File: src/rtl/ram_fifo_ctrl_pkg.sv
`default_nettype none
// ============================================================================
// Module      : ram_fifo_ctrl_pkg
// Description : Shared types for the RAM-backed FIFO controller.
//               cnt_op_e selects how the occupancy register moves in a cycle.
//               cnt_op() derives it from the accepted push and pop.
// Revision    : 1.0 - initial release
// ============================================================================
package ram_fifo_ctrl_pkg;

    typedef enum logic [1:0] {
        CNT_HOLD = 2'd0,
        CNT_INC  = 2'd1,
        CNT_DEC  = 2'd2
    } cnt_op_e;

    // A push and a pop in the same cycle cancel out.
    // The occupancy only moves when exactly one of them is accepted.
    function automatic cnt_op_e cnt_op(input logic push_ok, input logic pop_ok);
        cnt_op_e op;
        op = CNT_HOLD;
        if (push_ok && !pop_ok) begin
            op = CNT_INC;
        end else if (pop_ok && !push_ok) begin
            op = CNT_DEC;
        end
        return op;
    endfunction

endpackage
`default_nettype wire

File: src/rtl/ram_fifo_ctrl_if.sv
`default_nettype none
// ============================================================================
// Module      : ram_fifo_ctrl_if
// Description : Bundle of all FIFO controller signals, excluding clk and rst_n.
//               It covers the producer/consumer side and the RAM side.
//               - slave  : used by the controller.
//               - master : used by the surrounding logic, i.e. the
//                          producer, the consumer and the RAM.
//               Port summary:
//               - push/din/pop                          : requests
//               - dout/dout_valid                        : read data
//               - full/empty/almost_full/count           : status
//               - overflow/underflow                     : sticky errors
//               - ram_we/ram_waddr/ram_raddr/ram_wdata   : to the RAM
//               - ram_rdata                              : from the RAM
// Revision    : 1.0 - initial release
// ============================================================================
interface ram_fifo_ctrl_if #(
    parameter int DATA_WIDTH = 16,
    parameter int ADDR_WIDTH = 7
) ();
    logic                  push;
    logic [DATA_WIDTH-1:0] din;
    logic                  pop;
    logic [DATA_WIDTH-1:0] dout;
    logic                  dout_valid;
    logic                  full;
    logic                  empty;
    logic                  almost_full;
    logic [ADDR_WIDTH:0]   count;
    logic                  overflow;
    logic                  underflow;
    logic                  ram_we;
    logic [ADDR_WIDTH-1:0] ram_waddr;
    logic [ADDR_WIDTH-1:0] ram_raddr;
    logic [DATA_WIDTH-1:0] ram_wdata;
    logic [DATA_WIDTH-1:0] ram_rdata;

    modport slave (
        input  push, din, pop, ram_rdata,
        output dout, dout_valid, full, empty, almost_full, count,
               overflow, underflow, ram_we, ram_waddr, ram_raddr, ram_wdata
    );

    modport master (
        output push, din, pop, ram_rdata,
        input  dout, dout_valid, full, empty, almost_full, count,
               overflow, underflow, ram_we, ram_waddr, ram_raddr, ram_wdata
    );
endinterface
`default_nettype wire

File: src/rtl/ram_fifo_ctrl_fifo_ptr.sv
`default_nettype none
// ============================================================================
// Module      : fifo_ptr
// Description : FIFO pointer register with increment-and-wrap.
//               The MSB is the wrap bit.
//               The pointer wraps modulo 2^PTR_W.
//               Port summary:
//               - clk, rst_n : clock; synchronous active-low reset
//               - inc_i      : advance the pointer by one
//               - ptr_o      : current (registered) pointer value
// Revision    : 1.0 - initial release
// ============================================================================
module fifo_ptr #(
    parameter int PTR_W = 8
) (
    input  wire logic             clk,
    input  wire logic             rst_n,
    input  wire logic             inc_i,
    output logic      [PTR_W-1:0] ptr_o
);
    logic [PTR_W-1:0] ptr_q;
    logic [PTR_W-1:0] ptr_d;

    // Natural binary overflow provides the wrap.
    // The low bits return to 0 and the MSB toggles.
    always_comb begin
        ptr_d = ptr_q;
        if (inc_i) begin
            ptr_d = ptr_q + PTR_W'(1);
        end
    end

    always_ff @(posedge clk) begin
        if (!rst_n) begin
            ptr_q <= '0;
        end else begin
            ptr_q <= ptr_d;
        end
    end

    assign ptr_o = ptr_q;
endmodule
`default_nettype wire

File: src/rtl/ram_fifo_ctrl.sv
`default_nettype none
// ============================================================================
// Module      : ram_fifo_ctrl
// Description : Turns a simple dual-port RAM into a push/pop FIFO.
//               The RAM has a 1-cycle registered read and is read-first
//               on a same-address collision.
//               This block owns the RAM write port and the RAM read address.
//               Port summary:
//               - clk, rst_n : clock; synchronous active-low reset
//               - bus        : ram_fifo_ctrl_if.slave
//                              (requests, status, errors, RAM port)
// Revision    : 1.0 - initial release
// ============================================================================
module ram_fifo_ctrl
    import ram_fifo_ctrl_pkg::*;
#(
    parameter int DATA_WIDTH  = 16,
    parameter int ADDR_WIDTH  = 7,
    parameter int AFULL_LEVEL = 120
) (
    input wire logic          clk,
    input wire logic          rst_n,
    ram_fifo_ctrl_if.slave    bus
);
    localparam int               DEPTH     = 1 << ADDR_WIDTH;
    localparam int               PTR_W     = ADDR_WIDTH + 1;
    localparam logic [PTR_W-1:0] AFULL_THR = PTR_W'(AFULL_LEVEL);

    logic [PTR_W-1:0]      wr_ptr;
    logic [PTR_W-1:0]      rd_ptr;
    logic [PTR_W-1:0]      count_q, count_d;
    logic                  dout_valid_q;
    logic                  overflow_q, overflow_d;
    logic                  underflow_q, underflow_d;
    logic                  empty, full, pop_ok, push_ok;
    logic [DATA_WIDTH-1:0] rdata;
    cnt_op_e               op;

    assign empty = (wr_ptr == rd_ptr);
    assign full  = (wr_ptr[ADDR_WIDTH-1:0] == rd_ptr[ADDR_WIDTH-1:0]) &&
                   (wr_ptr[ADDR_WIDTH] != rd_ptr[ADDR_WIDTH]);

    // When full, a push is accepted only together with an accepted pop.
    // In that case both pointers address the same slot. The RAM's
    // read-first behaviour returns the old word, and the new word then
    // overwrites the slot.
    assign pop_ok  = bus.pop && !empty;
    assign push_ok = bus.push && (!full || pop_ok);
    assign op      = cnt_op(push_ok, pop_ok);

    fifo_ptr #(.PTR_W(PTR_W)) u_wr_ptr (
        .clk   (clk),
        .rst_n (rst_n),
        .inc_i (push_ok),
        .ptr_o (wr_ptr)
    );

    fifo_ptr #(.PTR_W(PTR_W)) u_rd_ptr (
        .clk   (clk),
        .rst_n (rst_n),
        .inc_i (pop_ok),
        .ptr_o (rd_ptr)
    );

    always_comb begin
        count_d     = count_q;
        overflow_d  = overflow_q  || (bus.push && !push_ok);
        underflow_d = underflow_q || (bus.pop && empty);
        case (op)
            CNT_INC: count_d = count_q + PTR_W'(1);
            CNT_DEC: count_d = count_q - PTR_W'(1);
            default: count_d = count_q;
        endcase
    end

    // A pop accepted just before reset is dropped here.
    // Stale RAM read data therefore never surfaces as valid.
    always_ff @(posedge clk) begin
        if (!rst_n) begin
            count_q      <= '0;
            dout_valid_q <= 1'b0;
            overflow_q   <= 1'b0;
            underflow_q  <= 1'b0;
        end else begin
            count_q      <= count_d;
            dout_valid_q <= pop_ok;
            overflow_q   <= overflow_d;
            underflow_q  <= underflow_d;
        end
    end

    // RAM addresses come from the current pointers, not the next ones.
    // The word read for a pop is therefore the one the pop accepted.
    assign bus.ram_we      = push_ok && rst_n;
    assign bus.ram_waddr   = wr_ptr[ADDR_WIDTH-1:0];
    assign bus.ram_raddr   = rd_ptr[ADDR_WIDTH-1:0];
    assign bus.ram_wdata   = bus.din;

    assign rdata           = bus.ram_rdata;
    assign bus.dout        = rdata;
    assign bus.dout_valid  = dout_valid_q;
    assign bus.empty       = empty;
    assign bus.full        = full;
    assign bus.almost_full = (count_q >= AFULL_THR);
    assign bus.count       = count_q;
    assign bus.overflow    = overflow_q;
    assign bus.underflow   = underflow_q;

    // DEPTH documents the legal occupancy range; count_q never exceeds it.
    logic unused_depth;
    assign unused_depth = (DEPTH == 0);
endmodule
`default_nettype wire

File: src/flat_wrapper.sv
// flat-port wrapper written by rule: the top's interface ports become plain ports
module ram_fifo_ctrl_flat import ram_fifo_ctrl_pkg::*;
#(
    parameter int DATA_WIDTH  = 16,
    parameter int ADDR_WIDTH  = 7,
    parameter int AFULL_LEVEL = 120
)
  (clk, rst_n, bus_push, bus_din, bus_pop, bus_ram_rdata, bus_dout, bus_dout_valid, bus_full, bus_empty, bus_almost_full, bus_count, bus_overflow, bus_underflow, bus_ram_we, bus_ram_waddr, bus_ram_raddr, bus_ram_wdata);
  ram_fifo_ctrl_if #(.DATA_WIDTH(DATA_WIDTH), .ADDR_WIDTH(ADDR_WIDTH)) bus_i ();
  input wire logic clk;
  input wire logic rst_n;
  input wire logic [$bits(bus_i.push)-1:0] bus_push;
  input wire logic [$bits(bus_i.din)-1:0] bus_din;
  input wire logic [$bits(bus_i.pop)-1:0] bus_pop;
  input wire logic [$bits(bus_i.ram_rdata)-1:0] bus_ram_rdata;
  output wire logic [$bits(bus_i.dout)-1:0] bus_dout;
  output wire logic [$bits(bus_i.dout_valid)-1:0] bus_dout_valid;
  output wire logic [$bits(bus_i.full)-1:0] bus_full;
  output wire logic [$bits(bus_i.empty)-1:0] bus_empty;
  output wire logic [$bits(bus_i.almost_full)-1:0] bus_almost_full;
  output wire logic [$bits(bus_i.count)-1:0] bus_count;
  output wire logic [$bits(bus_i.overflow)-1:0] bus_overflow;
  output wire logic [$bits(bus_i.underflow)-1:0] bus_underflow;
  output wire logic [$bits(bus_i.ram_we)-1:0] bus_ram_we;
  output wire logic [$bits(bus_i.ram_waddr)-1:0] bus_ram_waddr;
  output wire logic [$bits(bus_i.ram_raddr)-1:0] bus_ram_raddr;
  output wire logic [$bits(bus_i.ram_wdata)-1:0] bus_ram_wdata;
  assign bus_i.push = bus_push;
  assign bus_i.din = bus_din;
  assign bus_i.pop = bus_pop;
  assign bus_i.ram_rdata = bus_ram_rdata;
  assign bus_dout = bus_i.dout;
  assign bus_dout_valid = bus_i.dout_valid;
  assign bus_full = bus_i.full;
  assign bus_empty = bus_i.empty;
  assign bus_almost_full = bus_i.almost_full;
  assign bus_count = bus_i.count;
  assign bus_overflow = bus_i.overflow;
  assign bus_underflow = bus_i.underflow;
  assign bus_ram_we = bus_i.ram_we;
  assign bus_ram_waddr = bus_i.ram_waddr;
  assign bus_ram_raddr = bus_i.ram_raddr;
  assign bus_ram_wdata = bus_i.ram_wdata;
  ram_fifo_ctrl #(.DATA_WIDTH(DATA_WIDTH), .ADDR_WIDTH(ADDR_WIDTH), .AFULL_LEVEL(AFULL_LEVEL)) u_core (.clk(clk), .rst_n(rst_n), .bus(bus_i));
endmodule
File: config.mk
export PLATFORM = sky130hd
export DESIGN_NAME = ram_fifo_ctrl_flat
export DESIGN_NICKNAME = d
export VERILOG_FILES = /design/src/rtl/ram_fifo_ctrl_pkg.sv /design/src/rtl/ram_fifo_ctrl_if.sv /design/src/rtl/ram_fifo_ctrl_fifo_ptr.sv /design/src/rtl/ram_fifo_ctrl.sv /design/src/flat_wrapper.sv
export SDC_FILE = /design/constraint.sdc
export NUM_CORES = 1
export LEC_CHECK = 0
export CAP_MARGIN = 15
export CELL_PAD_IN_SITES_DETAIL_PLACEMENT = 1
export CELL_PAD_IN_SITES_GLOBAL_PLACEMENT = 1
export CORE_UTILIZATION = 31
export DETAILED_ROUTE_END_ITERATION = 7
export GPL_TIMING_DRIVEN = 0
export PLACE_DENSITY_LB_ADDON = 0.15
export SLEW_MARGIN = 10
export SYNTH_ARGS = -nofsm -noshare
export SYNTH_HDL_FRONTEND = slang
export SYNTH_SLANG_ARGS = --single-unit
File: constraint.sdc
create_clock -name clk -period 7.5 [get_ports clk]
set_input_delay 0.75 -clock clk [delete_from_list [all_inputs] [get_ports clk]]
set_output_delay 0.75 -clock clk [all_outputs]
set_load 0.005 [all_outputs]
-- Yosys cells after proc, flatten, opt, wreduce, memory -nomap -nowiden
Index checks and enable logic that the tools add are counted.
Widths: inputs -> output; s select.
- multiplexer cells: 3
- equal/unequal tests: 5
- bitwise operators: 0
- $add $sub $neg: 4
- $lt $le $gt $ge: 1
- $mul: 0
- reductions and logical operators: 16
- shift-type cells: 0
- div/mod/pow operators: 0
- operator list (kind ; count):
    $add 8x1->8 const B ; 3
    $pmux 8 s2 ; 1
    $eq 8x8->1 ; 1
    $ge 8x7->1 const B ; 1
    $logic_and 1x1->1 ; 8
    $sub 8x1->8 const B ; 1
    $eq 7x7->1 ; 1
    $logic_not 1->1 ; 4
    $mux 2 ; 2
    $logic_or 1x1->1 ; 3
    $eq 2x1->1 const B ; 1
    $eq 2x2->1 const B ; 1
    $reduce_bool 2->1 ; 1
    $ne 1x1->1 ; 1
- ROM bits: 0
- latch bits: 0
- register bits after elaboration: 27
- RAM bits: 0
- input port bits: 36
- output and inout bits: 61
- word-level logic and storage cells: 35
- memories: 0

-- Depth between registers and ports, before layout
- word-level depth: 11
- mapped depth: 12
- depth with buffers taken out: 11

-- Hierarchy
A second synthesis with hierarchy kept.
- cell total of the unflattened synthesis: 206
- area total of the unflattened synthesis: 1814.2 um^2
- modules (own cells, without submodules) (module ; area each (um^2) ; times used ; cells each ; seq. area each (um^2)):
    ram_fifo_ctrl ; 1096.1 ; 1 ; 132 ; 220.2
    fifo_ptr ; 359.1 ; 2 ; 37 ; 160.2

-- Worst setup path before layout
OpenSTA, ideal clock, no wires.
- path kind: input to register
- start point: input port bus_pop
- end point: register u_core.count_q[7], in the netlist u_core.bus.count[7]
- setup time: 133 ps
- data required time: 7367 ps
- stages: 11
- setup slack: 5022 ps
- arrival time: 2345 ps
- path buffers: 0
- cell sequence: inv_1 -> nor2_1 -> o21ai_2 -> inv_2 -> ha_1 -> a21oi_1 -> nor2b_1 -> nor4_1 -> nor3_1 -> mux2i_1 -> o221ai_1
- longest elaborated chain between the ends: 9
- elaborated cells between the ends (all ways): 13
- classes of those cells: eq/ne: 2; mux: 3; reduce/logical: 8
- ends and longest elaborated chain (item ; line ; RTL):
    from (decl) ; flat_wrapper.sv:14 ; input wire logic [$bits(bus_i.pop)-1:0] bus_pop;
    $logic_and 1x1->1 * ; ram_fifo_ctrl.sv:47 ; assign pop_ok = bus.pop && !empty;
    $logic_or 1x1->1 ; ram_fifo_ctrl.sv:48 ; assign push_ok = bus.push && (!full || pop_ok);
    $logic_and 1x1->1 ; ram_fifo_ctrl.sv:48 ;
    $logic_not 1->1 ; ram_fifo_ctrl_pkg.sv:24 ; end else if (pop_ok && !push_ok) begin
    $logic_and 1x1->1 ; ram_fifo_ctrl_pkg.sv:24 ;
    $mux 2 ; ram_fifo_ctrl_pkg.sv:24 ;
    $mux 2 * ; ram_fifo_ctrl_pkg.sv:22 ; if (push_ok && !pop_ok) begin
    $eq 2x2->1 / $eq 2x1->1 (equally long branches) ; ram_fifo_ctrl.sv:69 ; case (op)
    $pmux 8 s2 / $reduce_bool 2->1 (equally long branches) ; -- ;
    to (signal assigned) ; ram_fifo_ctrl.sv:85 ; count_q <= count_d;
    to (decl) ; ram_fifo_ctrl.sv:31 ; logic [PTR_W-1:0] count_q, count_d;
Mark *: on every way between the ends. The rest lies on a longest branch, timed or not.
A chain may end at the register's enable or synchronous reset.

-- Worst setup path after layout
- start point: input port bus_pop
- end point: output port bus_ram_we
- longest elaborated chain between the ends: 4
- ends and longest elaborated chain (item ; line ; RTL):
    $logic_and 1x1->1 ; ram_fifo_ctrl.sv:47 ;
    $logic_or 1x1->1 ; ram_fifo_ctrl.sv:48 ;
    $logic_and 1x1->1 ; ram_fifo_ctrl.sv:48 ;
    $logic_and 1x1->1 ; ram_fifo_ctrl.sv:94 ; assign bus.ram_we = push_ok && rst_n;
    to (decl) ; flat_wrapper.sv:24 ; output wire logic [$bits(bus_i.ram_we)-1:0] bus_ram_we;
Every way passes these cells.

==> key figures <==
Synth
  • Ys async rst share: 0%
  • Number of instances in the synthesized netlist: 226
  • Share of the synthesized area in the top cell type: 27.1%
  • Top area cells in the synthesized netlist: sky130_fd_sc_hd__dfxtp_1, sky130_fd_sc_hd__buf_4, sky130_fd_sc_hd__xnor2_1, sky130_fd_sc_hd__and2_1, sky130_fd_sc_hd__ha_1
  • Summed instance area of the synthesized netlist: 0.00199 sq mm
  • Share of synthesized area occupied by flip-flops and latches: 27.1%
  • Number of enable flip-flop cells after synthesis: 0
  • Nets in the synthesized netlist: 271
  • Distinct cells, synth: 42
  • Total number of yosys warnings: 0
  • Yosys top cell by area: sky130_fd_sc_hd__dfxtp_1
  • Synthesized area per cell: 8.82 sq um
  • Post-synthesis register bit count: 27
  • Top_reg_cell synth: sky130_fd_sc_hd__dfxtp_1

Timing
  • Fin crit share: 43.0%
  • Maximum clock rate: 0.310 GHz
  • RSZ-0062 raised after global routing: false
  • Worst Tran Pin Value: 547 ps
  • Final Hold Fails: 0
  • Final count of pins violating max slew: 0
  • Final worst path period need: 3220 ps
  • Final Skew: 4.89 ps
  • Aggregate negative setup slack: 0 ps
  • Normalized max-slew margin: 63.2%
  • Count of endpoints failing setup in the final report: 0

Pwr
  • Power density over cell area: 168 mW/mm^2
  • Worst VDD drop: 0.0735 mV
  • Internal power: 315 uW
  • Switching Share: 32.3%
  • Leak: 1.13 nW
  • Clock share of power: 18.5%
  • Relative contribution of combinational cells to total power: 43.2%
  • Switching power of the nets: 151 uW
  • Seq pwr share: 38.3%

Clock tree
  • Postcts setup bufs: 0
  • Post-CTS Resized: 0
  • Total clock sinks: 27
  • Clock buffer depth: 2
  • Clock input transition at the sequential cells of the worst setup and hold paths: 100 ps
  • Number of CTS-inserted buffers: 3
  • Root buffer selected by CTS: sky130_fd_sc_hd__clkbuf_8
  • TritonCTS clock tree: built
  • Cts-stage hold buffer count: 0
  • Total number of H-tree levels: 1
  • Source-to-sink clock delay at the later pin of the worst-skew pair: 280 ps

Setup path
  • Cell repeated most along the worst path: sky130_fd_sc_hd__clkdlybuf4s50_1
  • Reg-to-reg endpoint: u_core.bus.count[7]$_SDFFE_PN0P_
  • Critical Path Sink Type: output port
  • Max stage delay cell, worst path: sky130_fd_sc_hd__clkdlybuf4s50_1
  • Crit-path max FO: 9
  • Max stage delay on crit path: 490 ps
  • Start of the worst register-to-register path: u_core.u_rd_ptr.ptr_o[0]$_SDFFE_PN0P_
  • Data arrival time at the worst-slack endpoint: 2470 ps
  • Type of the setup path with the least slack: in -> out
  • CP Data Required Time: 6750 ps
  • Startpoint types: primary input
  • Worst R2R Path Depth: 11
  • Critical-path cell list: clkdlybuf4s50_1 > o41a_1 > buf_2 > and2_1 > clkdlybuf4s50_1
  • Slack of the worst reg-to-reg path: 4580 ps

Outcome
  • Outcome: complete, no violations

GRT
  • All-Layer GR Usage: 14.6%
  • Wire length of the first global-routing pass: 7460 microns
  • Initial antenna violation count: 0
  • Vias in the first global route: 1629
  • Gr ovfl total: 0
  • Pin count of the biggest net entering global routing: 15

Finish
  • Number of filler cells placed in the layout: 741
  • Post-route insts no fill: 369
  • Area occupied by multi-input gates: 0.00105 sq mm
  • Register cell area after layout: 541 sq um
  • Number of diodes: 0
  • Proportion of layout cells with a drive suffix above 1: 21.4%
  • Layout overhead on the synthesized area: 39.1%
  • Util after Layout: 45.7%
  • Number of nets in the finished design: 340

Floorplan
  • Die W: 82.2 microns
  • Initial core utilization: 32.9%
  • Full die area: 0.00675 sq mm
  • Top Ports: 97
  • Core footprint: 0.00606 sq mm
  • Cell row count: 28
  • Overall die height: 82.2 microns

Drt
  • Drc violations: 0
  • Vias/cell: 4.54
  • Drt initial violations: 35
  • Total via count after detailed routing: 1674
  • Wire length after detailed routing: 4540 microns
  • Residual antenna-violating net count after detailed routing: 0
  • Post-DR wirelength/cell: 12.3 microns
  • Detailed-routing iteration count for the pre-antenna-repair pass: 4

Placement
  • # port buffers: 64
  • Half-perimeter wire length after detailed placement: 3640 microns
  • Final estimated routing congestion in global placement: 0.782
  • Placed insts: 365

Worst hold path
  • Hold Path Cell Cnt: 2
  • Worst hold path class: reg -> reg
  • Startpoint of the worst hold path: u_core.bus.count[2]$_SDFFE_PN0P_
  • Endpoint, Worst Hold: u_core.bus.count[2]$_SDFFE_PN0P_

Flow run
  • Max-cap viol count: 0
## cell families (layout without fill, tap and decap cells)
logic type | count (synthesis) | after routing | synth area share [%]
AND/OR/NAND/NOR | 79 | 79 | 22.0
buffers and inverters | 57 | 125 | 20.2
flip-flops | 27 | 27 | 27.1
XOR/XNOR | 26 | 26 | 14.3
AO/OA/AOI/OAI | 24 | 24 | 8.35
adder cells (fa/ha/maj) | 9 | 9 | 6.03
multiplexers | 4 | 4 | 2.01
## Yosys cell counts (2+ instances only)
cell and number:
sky130_fd_sc_hd__xnor2_1 17, sky130_fd_sc_hd__mux2i_1 4, sky130_fd_sc_hd__o21a_1 2, sky130_fd_sc_hd__clkbuf_1 3, sky130_fd_sc_hd__buf_4 46, sky130_fd_sc_hd__nor4_1 2, sky130_fd_sc_hd__nor3_1 2, sky130_fd_sc_hd__and3_1 3
sky130_fd_sc_hd__nand3_1 6, sky130_fd_sc_hd__o21ai_0 3, sky130_fd_sc_hd__and4_1 2, sky130_fd_sc_hd__nand4_1 10, sky130_fd_sc_hd__ha_1 8, sky130_fd_sc_hd__a21oi_1 6, sky130_fd_sc_hd__xnor2_2 5, sky130_fd_sc_hd__nor2b_1 8
sky130_fd_sc_hd__and2_1 17, sky130_fd_sc_hd__nand2b_1 4, sky130_fd_sc_hd__xor2_1 3, sky130_fd_sc_hd__nor2_1 10, sky130_fd_sc_hd__dfxtp_1 27, sky130_fd_sc_hd__nand2_1 12, sky130_fd_sc_hd__o21ai_1 3, sky130_fd_sc_hd__inv_1 4
sky130_fd_sc_hd__buf_6 2
## state kept, by name (all words and copies together) (netlist names)
| signal | cells |
|---|---|
| u_core.bus.underflow | 1 |
| u_core.bus.overflow | 1 |
| u_core.u_wr_ptr.ptr_o | 8 |
| u_core.u_rd_ptr.ptr_o | 8 |
| u_core.bus.count | 8 |
| u_core.bus.dout_valid | 1 |
## cells in the final DEF, fill, tap and decap left out, types with 6 or more instances in the layout
cell                              netlist  final
sky130_fd_sc_hd__a21oi_1                6      6
sky130_fd_sc_hd__clkdlybuf4s50_1        0     64
sky130_fd_sc_hd__ha_1                   8      8
sky130_fd_sc_hd__nor2b_1                8      8
sky130_fd_sc_hd__xnor2_1               17     17
sky130_fd_sc_hd__nand4_1               10     10
sky130_fd_sc_hd__nand3_1                6      6
sky130_fd_sc_hd__and2_1                17     17
sky130_fd_sc_hd__dfxtp_1               27     27
sky130_fd_sc_hd__nand2_1               12     12
sky130_fd_sc_hd__nor2_1                10     10
sky130_fd_sc_hd__buf_4                 46     46
## power by group through the flow
stage / sequential (mW) / clock, mW / combinational (mW)
floorplan: 0.179 / 0 / 0.124
global placement: 0.183 / 0 / 0.201
detailed placement: 0.182 / 0 / 0.203
CTS: 0.179 / 0.0919 / 0.204
global route: 0.181 / 0.0952 / 0.226
finish: 0.179 / 0.0864 / 0.201
## layer usage
metal  up-vias  wire (microns)  global-route usage (%)
met5         -               0                       0
met2        65            2050                    24.9
met4         0              82                    6.84
met3         5             254                    1.76
met1       753            2160                    18.1
li1        851               -                       -
## cell type report
cell class                 instances  area share (%)
multi-input combinational        142            37.9
timing repair buffer              64            23.1
sequential                        27            19.5
buffer                            52            13.9
tap                               75            3.38
clock buffer                       4            1.62
inverter                           5           0.677
## stage by stage
| step | setup slack (ps) | hold WS (ps) | power, mW | instance area [sq um] |
|---|---|---|---|---|
| final | 4280 | 486 | 0.466 | 2770 |
| after global routing | 4180 | 508 | 0.503 | 2770 |
| after CTS | 4270 | 493 | 0.475 | 2770 |
| after detailed placement | 4080 | 482 | 0.386 | 2730 |
| after global placement | 4140 | 467 | 0.383 | 2730 |
| after floorplan | 5020 | 461 | 0.302 | 1990 |
## worst max path at each step
| stage | startpoint | end | slack (ps) |
|---|---|---|---|
| CTS | bus_pop | bus_ram_we | 4270 |
| detailed placement | bus_pop | u_core.bus.count[7]$_SDFFE_PN0P_ | 4080 |
| global route | rst_n | bus_ram_we | 4180 |
| floorplan | bus_pop | u_core.bus.count[7]$_SDFFE_PN0P_ | 5020 |
| finish | bus_pop | bus_ram_we | 4280 |
| global placement | bus_pop | u_core.bus.count[7]$_SDFFE_PN0P_ | 4140 |
## critical path, delay by kind of cell
family                 cells  cell delay, ps
buffers and inverters      3            1120
AOI/OAI and AO/OA          1             440
and+or+nand+nor            1             170
No activity file was read; power rests on OpenSTA's default activity.
